`src/rtl/multimode_counter.sv`:
```
// N-bit counter with run-time selectable binary up/down, ring and Johnson modes.
// Supports clear, parallel load, binary modulus, registered terminal-count and error pulses.
module multimode_counter #(
    parameter int N = 4
) (
    input  logic         clk,
    input  logic         reset_n,
    input  logic         en,
    input  logic         clr,
    input  logic         load,
    input  logic [N-1:0] load_val,
    input  logic [1:0]   mode,
    input  logic [N-1:0] up_limit,
    output logic [N-1:0] q,
    output logic         tc,
    output logic         err
);

    localparam logic [1:0]   MODE_UP   = 2'b00;
    localparam logic [1:0]   MODE_DOWN = 2'b01;
    localparam logic [1:0]   MODE_RING = 2'b10;
    localparam logic [1:0]   MODE_JOHN = 2'b11;
    localparam logic [N-1:0] ONE       = {{(N-1){1'b0}}, 1'b1};
    localparam logic [N-1:0] JOHN_LAST = {1'b1, {(N-1){1'b0}}};
    localparam logic [N-1:0] ADJ_MASK  = {1'b0, {(N-1){1'b1}}};

    logic [1:0]   mode_r;
    logic [N-1:0] q_nxt;
    logic         tc_nxt;
    logic         err_nxt;

    function automatic logic is_onehot(input logic [N-1:0] v);
        return (v != '0) && ((v & (v - ONE)) == '0);
    endfunction

    // A Johnson state has at most one boundary between adjacent differing bits.
    function automatic logic is_johnson(input logic [N-1:0] v);
        logic [N-1:0] diff;
        diff = (v ^ (v >> 1)) & ADJ_MASK;
        return (diff & (diff - ONE)) == '0;
    endfunction

    function automatic logic [N-1:0] seed(input logic [1:0] m, input logic [N-1:0] lim);
        case (m)
            MODE_DOWN: return lim;
            MODE_RING: return ONE;
            default:   return '0;
        endcase
    endfunction

    always_comb begin
        q_nxt   = q;
        tc_nxt  = 1'b0;
        err_nxt = 1'b0;
        if (clr) begin
            q_nxt = seed(mode, up_limit);
        end else if (load) begin
            case (mode)
                MODE_RING: begin
                    if (is_onehot(load_val)) q_nxt = load_val;
                    else begin
                        q_nxt   = ONE;
                        err_nxt = 1'b1;
                    end
                end
                MODE_JOHN: begin
                    if (is_johnson(load_val)) q_nxt = load_val;
                    else begin
                        q_nxt   = '0;
                        err_nxt = 1'b1;
                    end
                end
                default: begin
                    if (load_val <= up_limit) q_nxt = load_val;
                    else begin
                        q_nxt   = up_limit;
                        err_nxt = 1'b1;
                    end
                end
            endcase
        end else if (mode != mode_r) begin
            q_nxt = seed(mode, up_limit);
        end else if (en) begin
            case (mode)
                MODE_UP: begin
                    if (q >= up_limit) begin
                        q_nxt  = '0;
                        tc_nxt = 1'b1;
                    end else q_nxt = q + ONE;
                end
                MODE_DOWN: begin
                    if (q == '0) begin
                        q_nxt  = up_limit;
                        tc_nxt = 1'b1;
                    end else if (q > up_limit) q_nxt = up_limit;
                    else q_nxt = q - ONE;
                end
                MODE_RING: begin
                    if (is_onehot(q)) begin
                        q_nxt  = {q[N-2:0], q[N-1]};
                        tc_nxt = q[N-1];
                    end else begin
                        q_nxt   = ONE;
                        err_nxt = 1'b1;
                    end
                end
                default: begin
                    if (is_johnson(q)) begin
                        q_nxt  = {q[N-2:0], ~q[N-1]};
                        tc_nxt = (q == JOHN_LAST);
                    end else begin
                        q_nxt   = '0;
                        err_nxt = 1'b1;
                    end
                end
            endcase
        end
    end

    always_ff @(posedge clk or negedge reset_n) begin
        if (!reset_n) begin
            q      <= '0;
            tc     <= 1'b0;
            err    <= 1'b0;
            mode_r <= MODE_UP;
        end else begin
            q      <= q_nxt;
            tc     <= tc_nxt;
            err    <= err_nxt;
            mode_r <= mode;
        end
    end

endmodule

```
`config.mk`:
```
export PLATFORM = sky130hd
export DESIGN_NAME = multimode_counter
export DESIGN_NICKNAME = d
export VERILOG_FILES = /design/src/rtl/multimode_counter.sv
export SDC_FILE = /design/constraint.sdc
export NUM_CORES = 1
export LEC_CHECK = 0
export CAP_MARGIN = 40
export CORE_ASPECT_RATIO = 1.25
export CORE_MARGIN = 5
export CORE_UTILIZATION = 50
export DETAILED_ROUTE_END_ITERATION = 10
export PLACE_DENSITY_LB_ADDON = 0.1
export SETUP_SLACK_MARGIN = 0.2
export SLEW_MARGIN = 30
export SYNTH_ARGS = -nofsm -noshare
export SYNTH_HDL_FRONTEND = slang
export SYNTH_SLANG_ARGS = --single-unit
```
`constraint.sdc`:
```
create_clock -name clk -period 2.2 [get_ports clk]
set_input_delay 0.44 -clock clk [delete_from_list [all_inputs] [get_ports clk]]
set_output_delay 0.44 -clock clk [all_outputs]
set_load 0.01 [all_outputs]
```
-- Word-level counts from Yosys, hierarchy flattened
Cells that the tools add are included.
W data, S select, Z words.
- magnitude comparators: 3
- muxes and demuxes: 35
- bitwise operators: 7
- reductions and logical operators: 12
- equal/unequal tests: 5
- add/subtract/negate cells: 5
- operators by type and width (kind ; count):
    $mux W4 ; 12
    $logic_not A4 Y1 ; 5
    $mux W1 ; 17
    $pmux W4 S2 ; 2
    $pmux W4 S3 ; 1
    $reduce_bool A4 Y1 ; 3
    $and A3 B4 Y4 ; 2
    $and A4 B4 Y4 ; 2
    $sub A3 B1 Y4 const B ; 2
    $sub A4 B1 Y4 const B ; 2
    $xor A3 B3 Y3 ; 2
    $add A4 B1 Y4 const B ; 1
    $eq A2 B2 Y1 const B ; 2
    $eq A4 B4 Y1 const B ; 1
    $ge A4 B4 Y1 ; 1
    $gt A4 B4 Y1 ; 1
    $le A4 B4 Y1 ; 1
    $pmux W1 S2 ; 2
    $pmux W1 S3 ; 1
    $eq A2 B1 Y1 const B ; 1
    $logic_and A1 B1 Y1 ; 2
    $logic_not A2 Y1 ; 1
    $ne A2 B2 Y1 ; 1
    $reduce_or A2 Y1 ; 1
    $not A1 Y1 ; 1
- output and inout bits: 6
- register bits after elaboration: 8

-- Logic depth before layout (Yosys ltp)
- word-level depth: 10
- depth in mapped cells: 11
- depth with buffers taken out: 11

-- Worst setup path before layout
No wires, ideal clock.
- kind: flip-flop to flip-flop
- start: register q[2]
- end: register q[2]
- data required time: 2136 ps
- path slack: 28 ps
- arrival: 2108 ps
- library setup time: 64 ps
- cell stages (with the launch flop): 12
- cells stage by stage: dfrtp_1 > inv_1 > ha_1 > nand2_1 > nand2_1 > ha_1 > a2111oi_2 > and2_1 > o2bb2ai_1 > a31oi_1 > o21ai_0 > a31o_2
- longest elaborated chain between the ends: 10
- elaborated cells between the ends (all ways): 23
- classes of those cells: add/sub (3); order compare (2); mux (10); bitwise (3); reduce/logical (5)
- ends and longest elaborated chain (what ; line ; source):
    from (decl) ; 14 ; output logic [N-1:0] q,
    from (signal assigned) ; 127 ; q <= q_nxt;
    $sub A4 B1 Y4 / $xor A3 B3 Y3 (equally long branches) ; 33, 96, 39 ;
    $and A4 B4 Y4 / $sub A3 B1 Y4 (equally long branches) ; 33, 40 ;
    $logic_not A4 Y1 / $and A3 B4 Y4 (equally long branches) ; 33, 40 ;
    $logic_and A1 B1 Y1 / $logic_not A4 Y1 (equally long branches) ; 33, 40 ;
    $mux W4, on equally long branches ; 99, 108 ;
    $pmux W4 S3 (*) ; 84 ; case (mode)
    $mux W4 (*) ; 83 ; end else if (en) begin
    $mux W4 (*) ; 81 ; end else if (mode != mode_r) begin
    $mux W4 (*) ; 57 ; end else if (load) begin
    $mux W4 (*) ; 55 ; if (clr) begin
Every way passes the cells marked *; elsewhere a longest branch is shown, timed or not. The select of a mux whose other input is x is not followed.
A chain may end at the register's enable or synchronous reset.

-- Worst setup path after layout
- start: register q[2]
- end: register q[0]
- longest elaborated chain between the ends: 10
- elaborated cells between the ends (all ways): 22
- classes of those cells: add/sub (2); order compare (2); mux (10); bitwise (3); reduce/logical (5)
- ends and longest elaborated chain (what ; line):
    $sub A4 B1 Y4 / $xor A3 B3 Y3 (equally long branches) ; 33, 39
    $and A4 B4 Y4 / $sub A3 B1 Y4 (equally long branches) ; 33, 40
    $logic_not A4 Y1 / $and A3 B4 Y4 (equally long branches) ; 33, 40
    $logic_and A1 B1 Y1 / $logic_not A4 Y1 (equally long branches) ; 33, 40
    $mux W4, on equally long branches ; 99, 108
    $pmux W4 S3 (*) ; 84
    $mux W4 (*) ; 83
    $mux W4 (*) ; 81
    $mux W4 (*) ; 57
    $mux W4 (*) ; 55
Marked as above.

==> impl_metrics.ini <==
[outcome]
outcome = complete, but fails checks
violations = negative setup slack

[clock_network]
cts_tree = yes
clkSinkCount = 8
cts_hold_buf = 0
numCtsBuffers = 3
worstSkewPairLatency_ns = 0.28
htreeDepth = 1
clockBufferDepth = 2
cts.clk_slew.worst_paths_ns = 0.08
clockRootBuffer = clkbuf_4

[logic_synthesis]
synthSimpleGateAreaFrac = 0.211
ys.flop_type = dfrtp_1
synth_fp_nets = 221
synth_fa_ha_area_frac = 0.248
synthesis.area_mm2 = 0.00145
yosys.area.top_type = ha_1
yosys.cell_types.count = 50
synth_top_area_frac = 0.234
synth.yosys.seq_area_share = 0.138
syn_area_per_cell_um2 = 8.08
synthMuxAreaShare = 0.0225
synthTopCellsByCount = 27 x ha_1, 19 x inv_1, 19 x nand2_1, 8 x dfrtp_1, 8 x nor2_1
synth_edf_count = 0
yosysWarningCount = 0
yosysMostFrequentCell = ha_1
synthCells = 179
synth-seq-cells = 8
synth_top_family_by_area = compound AO/OA/AOI/OAI gates
synth_xor_area_frac = 0.0242
synthArstFlopShare = 1.00
synth-compound-area-share = 0.267
synthTopCellsByArea = ha_1 23%, dfrtp_1 14%, inv_1 4.9%

[die]
core_area_mm2 = 0.00273
die-area_mm2 = 0.00408
start_util = 0.529
fp-row-count = 21
die_x_um = 58.1
num_io_pins = 21
die_y_um = 70.1

[placed_design]
gp_congestion = 0.982
dpl_cell_area_mm2 = 0.00192
dp.cells = 265
hpwl_mm = 3.80
io_buffers = 20

[worst_hold_path]
holdCritPathClass = in2async

[critical_path]
arrival_ns = 2.41
cp_data_required_time_ns = 2.36
start_kind = flop
cp_max_fo = 4
rrSetupSlack_ns = -0.05
critPathCaptureType = flop
r2r-end = q[0]
reg2reg_depth = 10
crit_type = reg2reg
r2r_start = q[2]

[power]
clkPwrFrac = 0.142
p_switching_uw = 426
p_sw_frac = 0.427
power.leakage_uw = 0.00101
combPwrFrac = 0.683
p_int_uw = 571
peakVddDrop_mv = 0.310
powerDensity_mw_per_mm2 = 449
pwr-share-seq = 0.176

[finish]
drive_gt1_frac = 0.395
areaGrowthSynthToFinish_pct = 53.5
nets = 291
fin_util = 0.813
stdcell_count = 282
fin_area_mm2 = 0.00222
n_antenna_cell = 0

[drt]
vias = 1747
drt_iter0_drc = 142
avgViaCountPerCell = 6.20
drt.antenna.violating_nets = 0
drt_first_pass_iters = 9
route.detailed.drc = 0
drt_wl_total_mm = 5.33
wire_per_inst_um = 18.9

[sta]
drv_slew = 0
fin_ws_ns = -0.0530
rsz0062_at_grt = yes
timing.final.hold_violations = 0
fmax_mhz = 444
slew_headroom = 0.708
setup_viol = 1
skew_ns = 0.0117
period_share = 1.02
tightest_slew_ns = 0.434
whs_ns = 0.466
timing.final.crit_period_ns = 2.25

[global_routing]
grt_pass1_vias = 1664
grt_first_pass_wirelength_mm = 7.70
grt_use_total = 0.242
grt_overflow = 0
grt_max_degree = 12
antenna_found_initial = 0

[job]
cap_viol_max_count = 0
-- flip-flops by register name, summed over array words and instances (netlist names) --
signal and cells:
err 1, q 4, tc 1, mode_r 2
-- cells by family after synthesis --
family                   Yosys count
buffers and inverters             25
flip-flops                         8
XOR/XNOR                           4
AO/OA/AOI/OAI                     53
multiplexers                       3
AND/OR/NAND/NOR                   57
adder cells (fa/ha/maj)           29
-- critical path: stages, from the launching register on --
cell and delay, ns:
dfrtp_2 0.42, inv_2 0.13, ha_1 0.19, nand2_1 0.06, ha_2 0.18, a2111oi_4 0.38
inv_1 0.13, o211ai_1 0.21, nand4_1 0.18, a31oi_1 0.19, o21ai_1 0.08
-- worst max path at each step --
stage                      startpoint  endpoint  slack [ns]  cells past startpoint
final                            q[2]      q[0]       -0.05                     10
after global routing             q[1]      q[0]       -0.13                     10
after CTS                        q[1]      q[2]        0.12                      8
after detailed placement  up_limit[1]      q[2]       -0.49                     10
after global placement    up_limit[1]      q[2]       -0.45                     10
after floorplan                  q[0]      q[2]        0.20                     10
-- what timing repair did --
action / 4_1_cts / 5_1_grt
gates resized for setup: 34 / 15
setup endpoints to repair: 6 / 6
pin swaps: 17 / 18
setup buffers: 7 / 6
-- layout by cell type, fill, tap and decap left out, types with 3 or more instances in the layout --
cell	count
nor3_1	3
ha_4	6
and3_1	3
nand2_1	19
nand3_1	7
nor2b_1	3
buf_6	5
buf_4	46
dfrtp_1	5
o21ai_1	4
inv_2	7
inv_1	11
o21ai_0	4
ha_1	19
clkbuf_4	3
o211ai_1	6
a21oi_2	4
dlygate4sd2_1	10
clkdlybuf4s50_1	10
nor2_1	8
a21oi_1	4
dfrtp_2	3
a31oi_1	5
-- power by group through the flow --
stage               combinational, uW  clock, uW  sequential, uW
floorplan                         296          0             185
global placement                  507          0             180
detailed placement                521          0             179
CTS                               600        135             174
global route                      733        148             176
finish                            680        141             175
-- area by class of cell --
| type | count | area [um2] |
|---|---|---|
| fill | 181 | 512 |
| inverter | 19 | 73.8 |
| timing repair buffer | 71 | 589 |
| tap | 34 | 42.5 |
| clock buffer | 4 | 26.3 |
| multi-input combinational | 146 | 1280 |
| sequential | 8 | 204 |
-- layer usage --
layer / global-route usage / vias up / part of all wire
met5: 0 / - / 0
met4: 0.131 / 0 / 0.061
met3: 0.0350 / 39 / 0.083
met2: 0.401 / 113 / 0.49
met1: 0.293 / 797 / 0.37
li1: - / 798 / -
-- through the flow --
stage / setup slack (ns) / setup TNS (ns) / total power (uW)
CTS: 0.124 / 0 / 909
floorplan: 0.202 / 0 / 482
global placement: -0.447 / -1.69 / 686
detailed placement: -0.488 / -2.04 / 701
global route: -0.125 / -0.339 / 1060
finish: -0.0530 / -0.0530 / 997
Power figures use the tool's default switching activity.
